[config.mk]
export PLATFORM = sky130hd
export DESIGN_NAME = alu_arbiter_flat
export DESIGN_NICKNAME = d
export VERILOG_FILES = /design/src/rtl/alu_arbiter_if.sv /design/src/rtl/alu_arbiter.sv /design/src/flat_wrapper.sv
export SDC_FILE = /design/constraint.sdc
export NUM_CORES = 1
export LEC_CHECK = 0
export CAP_MARGIN = 20
export CORE_MARGIN = 2
export CORE_UTILIZATION = 30
export DETAILED_ROUTE_END_ITERATION = 12
export DONT_BUFFER_PORTS = 1
export MAX_ROUTING_LAYER = met4
export PLACE_DENSITY_LB_ADDON = 0.1
export SETUP_SLACK_MARGIN = 0.02
export SYNTH_ARGS = -nofsm -noshare
export SYNTH_HDL_FRONTEND = slang
export SYNTH_SLANG_ARGS = --single-unit
[constraint.sdc]
create_clock -name clk -period 4.6 [get_ports clk]
set_input_delay 0.69 -clock clk [delete_from_list [all_inputs] [get_ports clk]]
set_output_delay 0.69 -clock clk [all_outputs]
set_load 0.02 [all_outputs]
[src/rtl/alu_arbiter_if.sv]
// Bundles the two request channels, the ALU drive/return signals, the tagged
// response channel and the status outputs of alu_arbiter. The slave modport is
// the arbiter's view. The master modport is the surrounding system's view:
// the requesters, the ALU and the response consumer.
interface alu_arbiter_if #(
   parameter int WIDTH = 32,
   parameter int SEL_W = 4,
   parameter int CNT_W = 16
);
   logic             req0_valid;
   logic             req0_ready;
   logic [WIDTH-1:0] req0_a;
   logic [WIDTH-1:0] req0_b;
   logic [SEL_W-1:0] req0_sel;
   logic             req0_cin;

   logic             req1_valid;
   logic             req1_ready;
   logic [WIDTH-1:0] req1_a;
   logic [WIDTH-1:0] req1_b;
   logic [SEL_W-1:0] req1_sel;
   logic             req1_cin;

   logic [WIDTH-1:0] alu_a;
   logic [WIDTH-1:0] alu_b;
   logic [SEL_W-1:0] alu_sel;
   logic             alu_cin;
   logic [WIDTH-1:0] alu_y;
   logic             alu_cout;
   logic             alu_neg;
   logic             alu_zero;
   logic             alu_ovf;

   logic             rsp_valid;
   logic             rsp_ready;
   logic             rsp_id;
   logic [WIDTH-1:0] rsp_y;
   logic [3:0]       rsp_flags;
   logic             rsp_err;

   logic [CNT_W-1:0] cnt0;
   logic [CNT_W-1:0] cnt1;
   logic             busy;

   modport slave (
      input  req0_valid, req0_a, req0_b, req0_sel, req0_cin,
      output req0_ready,
      input  req1_valid, req1_a, req1_b, req1_sel, req1_cin,
      output req1_ready,
      output alu_a, alu_b, alu_sel, alu_cin,
      input  alu_y, alu_cout, alu_neg, alu_zero, alu_ovf,
      output rsp_valid, rsp_id, rsp_y, rsp_flags, rsp_err,
      input  rsp_ready,
      output cnt0, cnt1, busy
   );

   modport master (
      output req0_valid, req0_a, req0_b, req0_sel, req0_cin,
      input  req0_ready,
      output req1_valid, req1_a, req1_b, req1_sel, req1_cin,
      input  req1_ready,
      input  alu_a, alu_b, alu_sel, alu_cin,
      output alu_y, alu_cout, alu_neg, alu_zero, alu_ovf,
      input  rsp_valid, rsp_id, rsp_y, rsp_flags, rsp_err,
      output rsp_ready,
      input  cnt0, cnt1, busy
   );
endinterface

[src/rtl/alu_arbiter.sv]
// Shares one combinational ALU between two requesters. Arbitration is
// round-robin. Each operation is accepted in IDLE and presented to the ALU for
// one ISSUE cycle. Its result is then held on a tagged response channel
// (RESP) until the consumer takes it. Illegal select codes skip the ALU and
// answer with an error response.
module alu_arbiter #(
   parameter int WIDTH   = 32,
   parameter int SEL_W   = 4,
   parameter int MAX_SEL = 5,
   parameter int CNT_W   = 16
) (
   input logic          clk,
   input logic          rst_n,
   alu_arbiter_if.slave bus
);
   localparam logic [SEL_W-1:0] MAX_SEL_C = SEL_W'(MAX_SEL);

   typedef enum logic [1:0] {IDLE, ISSUE, RESP} state_t;

   state_t state_reg, state_next;

   logic             last_grant_reg;
   logic             id_reg;
   logic [WIDTH-1:0] a_reg;
   logic [WIDTH-1:0] b_reg;
   logic [SEL_W-1:0] sel_reg;
   logic             cin_reg;
   logic [WIDTH-1:0] y_reg;
   logic [3:0]       flags_reg;
   logic             err_reg;
   logic [CNT_W-1:0] cnt0_reg;
   logic [CNT_W-1:0] cnt1_reg;

   logic             grant_id;
   logic             any_valid;
   logic             accept;
   logic             sel_legal;
   logic [WIDTH-1:0] cap_a;
   logic [WIDTH-1:0] cap_b;
   logic [SEL_W-1:0] cap_sel;
   logic             cap_cin;

   // Round-robin grant: a lone requester wins; on a tie the port that did not win last time wins.
   always_comb begin
      grant_id  = 1'b0;
      any_valid = bus.req0_valid | bus.req1_valid;
      if (bus.req0_valid && bus.req1_valid) begin
         grant_id = ~last_grant_reg;
      end else if (bus.req1_valid) begin
         grant_id = 1'b1;
      end
   end

   assign accept         = (state_reg == IDLE) && any_valid;
   assign bus.req0_ready = accept && !grant_id;
   assign bus.req1_ready = accept && grant_id;

   // Select the granted requester's operation and check its select code.
   always_comb begin
      cap_a   = bus.req0_a;
      cap_b   = bus.req0_b;
      cap_sel = bus.req0_sel;
      cap_cin = bus.req0_cin;
      if (grant_id) begin
         cap_a   = bus.req1_a;
         cap_b   = bus.req1_b;
         cap_sel = bus.req1_sel;
         cap_cin = bus.req1_cin;
      end
      sel_legal = (cap_sel <= MAX_SEL_C);
   end

   // State register.
   always_ff @(posedge clk or negedge rst_n) begin
      if (!rst_n) begin
         state_reg <= IDLE;
      end else begin
         state_reg <= state_next;
      end
   end

   // Next state: an illegal op goes straight to RESP because it never uses the ALU.
   always_comb begin
      state_next = state_reg;
      case (state_reg)
         IDLE: begin
            if (accept) begin
               state_next = sel_legal ? ISSUE : RESP;
            end
         end
         ISSUE: begin
            state_next = RESP;
         end
         RESP: begin
            if (bus.rsp_ready) begin
               state_next = IDLE;
            end
         end
         default: begin
            state_next = IDLE;
         end
      endcase
   end

   // Capture operands on accept, latch the ALU result in ISSUE, count delivered responses in RESP.
   always_ff @(posedge clk or negedge rst_n) begin
      if (!rst_n) begin
         last_grant_reg <= 1'b1;
         id_reg         <= 1'b0;
         a_reg          <= '0;
         b_reg          <= '0;
         sel_reg        <= '0;
         cin_reg        <= 1'b0;
         y_reg          <= '0;
         flags_reg      <= '0;
         err_reg        <= 1'b0;
         cnt0_reg       <= '0;
         cnt1_reg       <= '0;
      end else begin
         case (state_reg)
            IDLE: begin
               if (accept) begin
                  id_reg         <= grant_id;
                  last_grant_reg <= grant_id;
                  if (sel_legal) begin
                     // Operand registers move only for ops that reach the ALU.
                     a_reg   <= cap_a;
                     b_reg   <= cap_b;
                     sel_reg <= cap_sel;
                     cin_reg <= cap_cin;
                  end else begin
                     y_reg     <= '0;
                     flags_reg <= '0;
                     err_reg   <= 1'b1;
                  end
               end
            end
            ISSUE: begin
               y_reg     <= bus.alu_y;
               flags_reg <= {bus.alu_cout, bus.alu_neg, bus.alu_zero, bus.alu_ovf};
               err_reg   <= 1'b0;
            end
            RESP: begin
               if (bus.rsp_ready) begin
                  if (!id_reg) begin
                     if (cnt0_reg != '1) cnt0_reg <= cnt0_reg + 1'b1;
                  end else begin
                     if (cnt1_reg != '1) cnt1_reg <= cnt1_reg + 1'b1;
                  end
               end
            end
            default: begin
            end
         endcase
      end
   end

   // The ALU sees the captured registers continuously, so its inputs stay quiet between ops.
   assign bus.alu_a     = a_reg;
   assign bus.alu_b     = b_reg;
   assign bus.alu_sel   = sel_reg;
   assign bus.alu_cin   = cin_reg;

   assign bus.rsp_valid = (state_reg == RESP);
   assign bus.rsp_id    = id_reg;
   assign bus.rsp_y     = y_reg;
   assign bus.rsp_flags = flags_reg;
   assign bus.rsp_err   = err_reg;
   assign bus.cnt0      = cnt0_reg;
   assign bus.cnt1      = cnt1_reg;
   assign bus.busy      = (state_reg != IDLE);
endmodule

[src/flat_wrapper.sv]
// flat-port wrapper written by rule: the top's interface ports become plain ports
module alu_arbiter_flat 
#(
   parameter int WIDTH   = 32,
   parameter int SEL_W   = 4,
   parameter int MAX_SEL = 5,
   parameter int CNT_W   = 16
)
  (clk, rst_n, bus_req0_valid, bus_req0_a, bus_req0_b, bus_req0_sel, bus_req0_cin, bus_req0_ready, bus_req1_valid, bus_req1_a, bus_req1_b, bus_req1_sel, bus_req1_cin, bus_req1_ready, bus_alu_a, bus_alu_b, bus_alu_sel, bus_alu_cin, bus_alu_y, bus_alu_cout, bus_alu_neg, bus_alu_zero, bus_alu_ovf, bus_rsp_valid, bus_rsp_id, bus_rsp_y, bus_rsp_flags, bus_rsp_err, bus_rsp_ready, bus_cnt0, bus_cnt1, bus_busy);
  alu_arbiter_if #(.WIDTH(WIDTH), .SEL_W(SEL_W), .CNT_W(CNT_W)) bus_i ();
  input logic clk;
  input logic rst_n;
  input wire logic [$bits(bus_i.req0_valid)-1:0] bus_req0_valid;
  input wire logic [$bits(bus_i.req0_a)-1:0] bus_req0_a;
  input wire logic [$bits(bus_i.req0_b)-1:0] bus_req0_b;
  input wire logic [$bits(bus_i.req0_sel)-1:0] bus_req0_sel;
  input wire logic [$bits(bus_i.req0_cin)-1:0] bus_req0_cin;
  output wire logic [$bits(bus_i.req0_ready)-1:0] bus_req0_ready;
  input wire logic [$bits(bus_i.req1_valid)-1:0] bus_req1_valid;
  input wire logic [$bits(bus_i.req1_a)-1:0] bus_req1_a;
  input wire logic [$bits(bus_i.req1_b)-1:0] bus_req1_b;
  input wire logic [$bits(bus_i.req1_sel)-1:0] bus_req1_sel;
  input wire logic [$bits(bus_i.req1_cin)-1:0] bus_req1_cin;
  output wire logic [$bits(bus_i.req1_ready)-1:0] bus_req1_ready;
  output wire logic [$bits(bus_i.alu_a)-1:0] bus_alu_a;
  output wire logic [$bits(bus_i.alu_b)-1:0] bus_alu_b;
  output wire logic [$bits(bus_i.alu_sel)-1:0] bus_alu_sel;
  output wire logic [$bits(bus_i.alu_cin)-1:0] bus_alu_cin;
  input wire logic [$bits(bus_i.alu_y)-1:0] bus_alu_y;
  input wire logic [$bits(bus_i.alu_cout)-1:0] bus_alu_cout;
  input wire logic [$bits(bus_i.alu_neg)-1:0] bus_alu_neg;
  input wire logic [$bits(bus_i.alu_zero)-1:0] bus_alu_zero;
  input wire logic [$bits(bus_i.alu_ovf)-1:0] bus_alu_ovf;
  output wire logic [$bits(bus_i.rsp_valid)-1:0] bus_rsp_valid;
  output wire logic [$bits(bus_i.rsp_id)-1:0] bus_rsp_id;
  output wire logic [$bits(bus_i.rsp_y)-1:0] bus_rsp_y;
  output wire logic [$bits(bus_i.rsp_flags)-1:0] bus_rsp_flags;
  output wire logic [$bits(bus_i.rsp_err)-1:0] bus_rsp_err;
  input wire logic [$bits(bus_i.rsp_ready)-1:0] bus_rsp_ready;
  output wire logic [$bits(bus_i.cnt0)-1:0] bus_cnt0;
  output wire logic [$bits(bus_i.cnt1)-1:0] bus_cnt1;
  output wire logic [$bits(bus_i.busy)-1:0] bus_busy;
  assign bus_i.req0_valid = bus_req0_valid;
  assign bus_i.req0_a = bus_req0_a;
  assign bus_i.req0_b = bus_req0_b;
  assign bus_i.req0_sel = bus_req0_sel;
  assign bus_i.req0_cin = bus_req0_cin;
  assign bus_req0_ready = bus_i.req0_ready;
  assign bus_i.req1_valid = bus_req1_valid;
  assign bus_i.req1_a = bus_req1_a;
  assign bus_i.req1_b = bus_req1_b;
  assign bus_i.req1_sel = bus_req1_sel;
  assign bus_i.req1_cin = bus_req1_cin;
  assign bus_req1_ready = bus_i.req1_ready;
  assign bus_alu_a = bus_i.alu_a;
  assign bus_alu_b = bus_i.alu_b;
  assign bus_alu_sel = bus_i.alu_sel;
  assign bus_alu_cin = bus_i.alu_cin;
  assign bus_i.alu_y = bus_alu_y;
  assign bus_i.alu_cout = bus_alu_cout;
  assign bus_i.alu_neg = bus_alu_neg;
  assign bus_i.alu_zero = bus_alu_zero;
  assign bus_i.alu_ovf = bus_alu_ovf;
  assign bus_rsp_valid = bus_i.rsp_valid;
  assign bus_rsp_id = bus_i.rsp_id;
  assign bus_rsp_y = bus_i.rsp_y;
  assign bus_rsp_flags = bus_i.rsp_flags;
  assign bus_rsp_err = bus_i.rsp_err;
  assign bus_i.rsp_ready = bus_rsp_ready;
  assign bus_cnt0 = bus_i.cnt0;
  assign bus_cnt1 = bus_i.cnt1;
  assign bus_busy = bus_i.busy;
  alu_arbiter #(.WIDTH(WIDTH), .SEL_W(SEL_W), .MAX_SEL(MAX_SEL), .CNT_W(CNT_W)) u_core (.clk(clk), .rst_n(rst_n), .bus(bus_i));
endmodule
==> results of run 1 <==
==> synthesized netlist by cell type <==
| library cell | number | share of area [%] |
|---|---|---|
| a21boi_1 | 1 | 0.11 |
| xnor2_1 | 15 | 2.0 |
| and2_1 | 2 | 0.19 |
| buf_1 | 1 | 0.057 |
| dfrtp_1 | 141 | 53 |
| o211ai_1 | 3 | 0.34 |
| a41oi_1 | 1 | 0.13 |
| o21ai_1 | 1 | 0.076 |
| nand4b_4 | 1 | 0.36 |
| buf_4 | 7 | 0.80 |
| xor2_1 | 11 | 1.5 |
| nor4_1 | 3 | 0.28 |
| nor2b_1 | 5 | 0.47 |
| nor2_2 | 1 | 0.095 |
| nor4_2 | 2 | 0.38 |
| and4_1 | 2 | 0.27 |
| or4_1 | 1 | 0.11 |
| ha_1 | 2 | 0.38 |
| o21ai_0 | 4 | 0.30 |
| inv_1 | 1 | 0.057 |
| a21oi_1 | 42 | 3.2 |
| nand4bb_1 | 1 | 0.17 |
| nand2b_1 | 1 | 0.095 |
| clkbuf_1 | 15 | 0.85 |
| a31oi_1 | 2 | 0.19 |
| nor4b_1 | 1 | 0.13 |
| a211o_1 | 2 | 0.27 |
| or2_2 | 3 | 0.28 |
| nand3_1 | 9 | 0.68 |
| nor2_1 | 9 | 0.51 |
| buf_2 | 7 | 0.53 |
| nand2_1 | 82 | 4.7 |
| mux2_2 | 139 | 24 |
| nand4_1 | 13 | 1.2 |
| and4bb_2 | 1 | 0.19 |
| dfstp_2 | 1 | 0.40 |
| and3_1 | 5 | 0.47 |
| nor3_1 | 7 | 0.53 |
| or3_1 | 1 | 0.095 |
| mux2i_1 | 1 | 0.15 |
| o21a_1 | 1 | 0.11 |
| a21o_1 | 3 | 0.34 |
==> per-stage QoR <==
| stage | worst slack (ns) | cells |
|---|---|---|
| 2_1_floorplan | 2.29 | 551 |
| 3_3_place_gp | 1.50 | 806 |
| 3_5_place_dp | 1.44 | 806 |
| 4_1_cts | 1.75 | 836 |
| 5_1_grt | 1.60 | 836 |
==> layer usage <==
layer and global-route usage [%]:
met5 -, met4 4.89, met3 5.29, met2 25.0
met1 16.3
==> cell families after synthesis <==
logic type / after synthesis / share of synthesized area [%]
AO/OA/AOI/OAI: 60 / 5.05
multiplexers: 140 / 23.8
flip-flops: 142 / 53.8
adder cells (fa/ha/maj): 2 / 0.379
XOR/XNOR: 26 / 3.45
buffers and inverters: 31 / 2.29
AND/OR/NAND/NOR: 150 / 11.2
==> results.cfg, run 1 <==
[status]
status = did not finish
haltStage = 5_2_route
error_line = [ERROR DRT-0255] Maze Route cannot find path of net bus_alu_b[31] in worker of routeBox ( 144900 48300 ) ( 152425 96600 ).

[floorplan]
start_util_pct = 30.4
pin_count = 322
rows = 54
die_h_microns = 152
fp.dieW_microns = 152

[placed_design]
dp_hpwl_mm = 12.1
placedInstanceArea_sq_um = 6870
gp_congestion = 0.794
port_buffers = 0

[logic_synthesis]
yosys_warnings = 0
syn_inst = 551
synth.distinct_cells = 42
synth_seq_cells = 142
synth_nets = 732
yosysSeqAreaShare_pct = 53.8
syn_avg_cell_area_sq_um = 12.0
synth_area_sq_um = 6610

[grt]
grt_util_all_layers_pct = 14.8
overflow = 0
grt_pass1_wl_mm = 26.0
grt_pass1_vias = 4301
grt_max_degree = 142
antenna_found_initial = 0

[clocking]
ctsResizeCount = 0
hold_buffers = 1
numCtsBuffers = 17
ctsLongestPathBuffers = 2
cts.sinks = 142
cts-root-buf = clkbuf_16
post_cts_buffers = 0
htreeDepth = 4
==> run 2, diff against run 1 <==
- CORE_UTILIZATION: 30 -> 20
- MAX_ROUTING_LAYER: met4 -> unset
- PLACE_DENSITY_LB_ADDON: 0.1 -> 0.15
- SETUP_SLACK_MARGIN: 0.02 -> unset
==> run 2 against run 1 <==
The flow now finishes without violations. Synthesized area unchanged. Synthesized cell count is the same. Global-route usage is 4.3 points lower.
==> results.cfg, run 2 <==
[floorplan]
rows = 66
start_util_pct = 20.3
die_area_sq_um = 34500
die_h_microns = 186
core_area_sq_um = 32500
pin_count = 322
fp.dieW_microns = 186

[placed_design]
dp_hpwl_mm = 13.3
dp_slack_ns = 1.79
gp_congestion = 0.712
port_buffers = 0

[route]
drtIter0Drc = 127
drc_errors = 0
wl_per_cell_microns = 18.2
drtAntennaViolNets = 0
wl_mm = 18.2
vias_per_cell = 4.20
vias = 4203
first_pass_iters = 4

[critical_path]
cp.buffers_inverters = 1
critPathTopFamily = buffers and inverters
arrival_ns = 2.19
timing.rr.end = u_core.bus.alu_a[10]
crit_end = bus_req1_ready
cp-startpoint = u_core.last_grant_reg
worstPathCellList = a21boi_4, buf_4, and2_1
worstPathRequired_ns = 3.91
slowest_stage = buf_4
crit_cells = 3
r2r_start = u_core.state_reg[1]
timing_worst_setup_path_type = reg2out
path_max_fanout = 70
rrSetupSlack_ns = 2.09
slowest_delay_ns = 0.68
r2r_cells = 5
setup.worst_path.end_class = primary output
start_kind = flop

[layout]
final_common_cell = dfrtp_1
syn2layout_area_growth_pct = 16.6
drive_above_1_share_pct = 33.5
fillers = 3497
final_util_pct = 23.7
final_cell_mix = 141 x dfrtp_1, 139 x mux2_2, 82 x nand2_1
nNetsFinal = 727
antenna_cells = 0

[clocking]
hold_buffers = 1
post_cts_buffers = 0
cts_tree = done
insertion_delay_ns = 0.43
clk_pin_slew_ns = 0.06
htreeDepth = 4
cts-root-buf = clkbuf_16
ctsResizeCount = 0
cts.sinks = 142
numCtsBuffers = 17
ctsLongestPathBuffers = 2

[logic_synthesis]
synth_nets = 732
synth.distinct_cells = 42
synth_top_area_share_pct = 53.4
synth.most_common_cell = dfrtp_1
syn_inst = 551
synth_top_area_cell = dfrtp_1
dominantRegCellSynth = dfrtp_1
synth_area_sq_um = 6610
netlist_top_cells_area = dfrtp_1 53%, mux2_2 24%, nand2_1 4.7%
synth_seq_cells = 142
yosysSeqAreaShare_pct = 53.8
synth_edf_count = 0
async_flop_share_pct = 100
synthTopCellsByCount = 141 x dfrtp_1, 139 x mux2_2, 82 x nand2_1
yosys_warnings = 0
syn_avg_cell_area_sq_um = 12.0

[grt]
grt_pass1_wl_mm = 26.5
grt_util_all_layers_pct = 10.4
antenna_found_initial = 0
grt_pass1_vias = 4471
grt_max_degree = 142
overflow = 0

[timing]
finalCritPeriodShare_pct = 62.5
post-route-min-period_ns = 2.88
finalMaxSlewViolations = 0
rsz0062_at_grt = false
hold_viol_final = 0
fin_setup_tns_ns = 0
setup_viol = 0
tightest_slew_ns = 0.877
max_slew_margin_pct = 41.5
setup_slack_ns = 1.72
hold_ws_ns = 0.0957
fin_skew_ns = 0.00720
max_freq_ghz = 0.348

[job]
maxCapViolations = 0

[pwr]
total_power_w = 0.00524
irDropWorstVdd_v = 0.000266
leakagePower_nw = 3.10
p_per_area_nw_per_um2 = 679

[worst_hold_path]
hold_path.class = in2async

[status]
status = finished, final reports clean
[run 2: per-stage QoR]
stage	instances	area [sq um]
2_1_floorplan	551	6610
3_3_place_gp	968	7090
3_5_place_dp	968	7090
4_1_cts	1001	7710
5_1_grt	1001	7710
6_report	1001	7710
[run 2: cell families after synthesis]
group                    after synthesis  synth area share [%]
AO/OA/AOI/OAI                         60                  5.05
XOR/XNOR                              26                  3.45
adder cells (fa/ha/maj)                2                 0.379
buffers and inverters                 31                  2.29
flip-flops                           142                  53.8
multiplexers                         140                  23.8
AND/OR/NAND/NOR                      150                  11.2
[run 2: routing by layer]
metal  track usage [%]  part of all wire (%)
met1              10.7                    37
met2              17.9                    50
met3              5.34                    12
met4              4.44                   1.5
met5                 0                     0
[run 2: worst min-delay path by stage]
stage | endpoint | slack [ns] | cells after the start
6_report | u_core.last_grant_reg | 0.1 | 0
3_5_place_dp | u_core.bus.alu_a[16] | 0.40 | 0
2_1_floorplan | u_core.bus.alu_a[0] | 0.39 | 0
3_3_place_gp | u_core.bus.alu_a[9] | 0.40 | 0
4_1_cts | u_core.last_grant_reg | 0.06 | 0
5_1_grt | u_core.last_grant_reg | 0.06 | 0
[run 2: worst reg2reg max path, delay by kind of cell, from the launching register on]
| family | cells | cell delay, ns |
|---|---|---|
| buf+inv | 1 | 0.33 |
| compound gates | 1 | 0.27 |
| simple gates | 2 | 0.80 |
| flops | 1 | 0.54 |
| mux | 1 | 0.45 |
[run 2: cell type report]
cell class              instances  area [sq um]  area share [%]
clock inverters                13           163            2.11
well taps                     442           553            7.17
clock buffers                  19           433            5.62
repair buffers                  6          77.6            1.01
flip-flops and latches        142          3550            46.1
inverters                       1          3.75          0.0487
multi-input cells             378          2920            37.9
[run 2: report_power, final]
part / leakage [nW] / internal [W] / switching (W)
sequential: 1.80 / 0.00174 / 0.00106
combinational: 1.02 / 0.000539 / 0.000463
clock: 0.284 / 0.000855 / 0.000577
total: 3.10 / 0.00313 / 0.00210
Power figures use the tool's default switching activity.
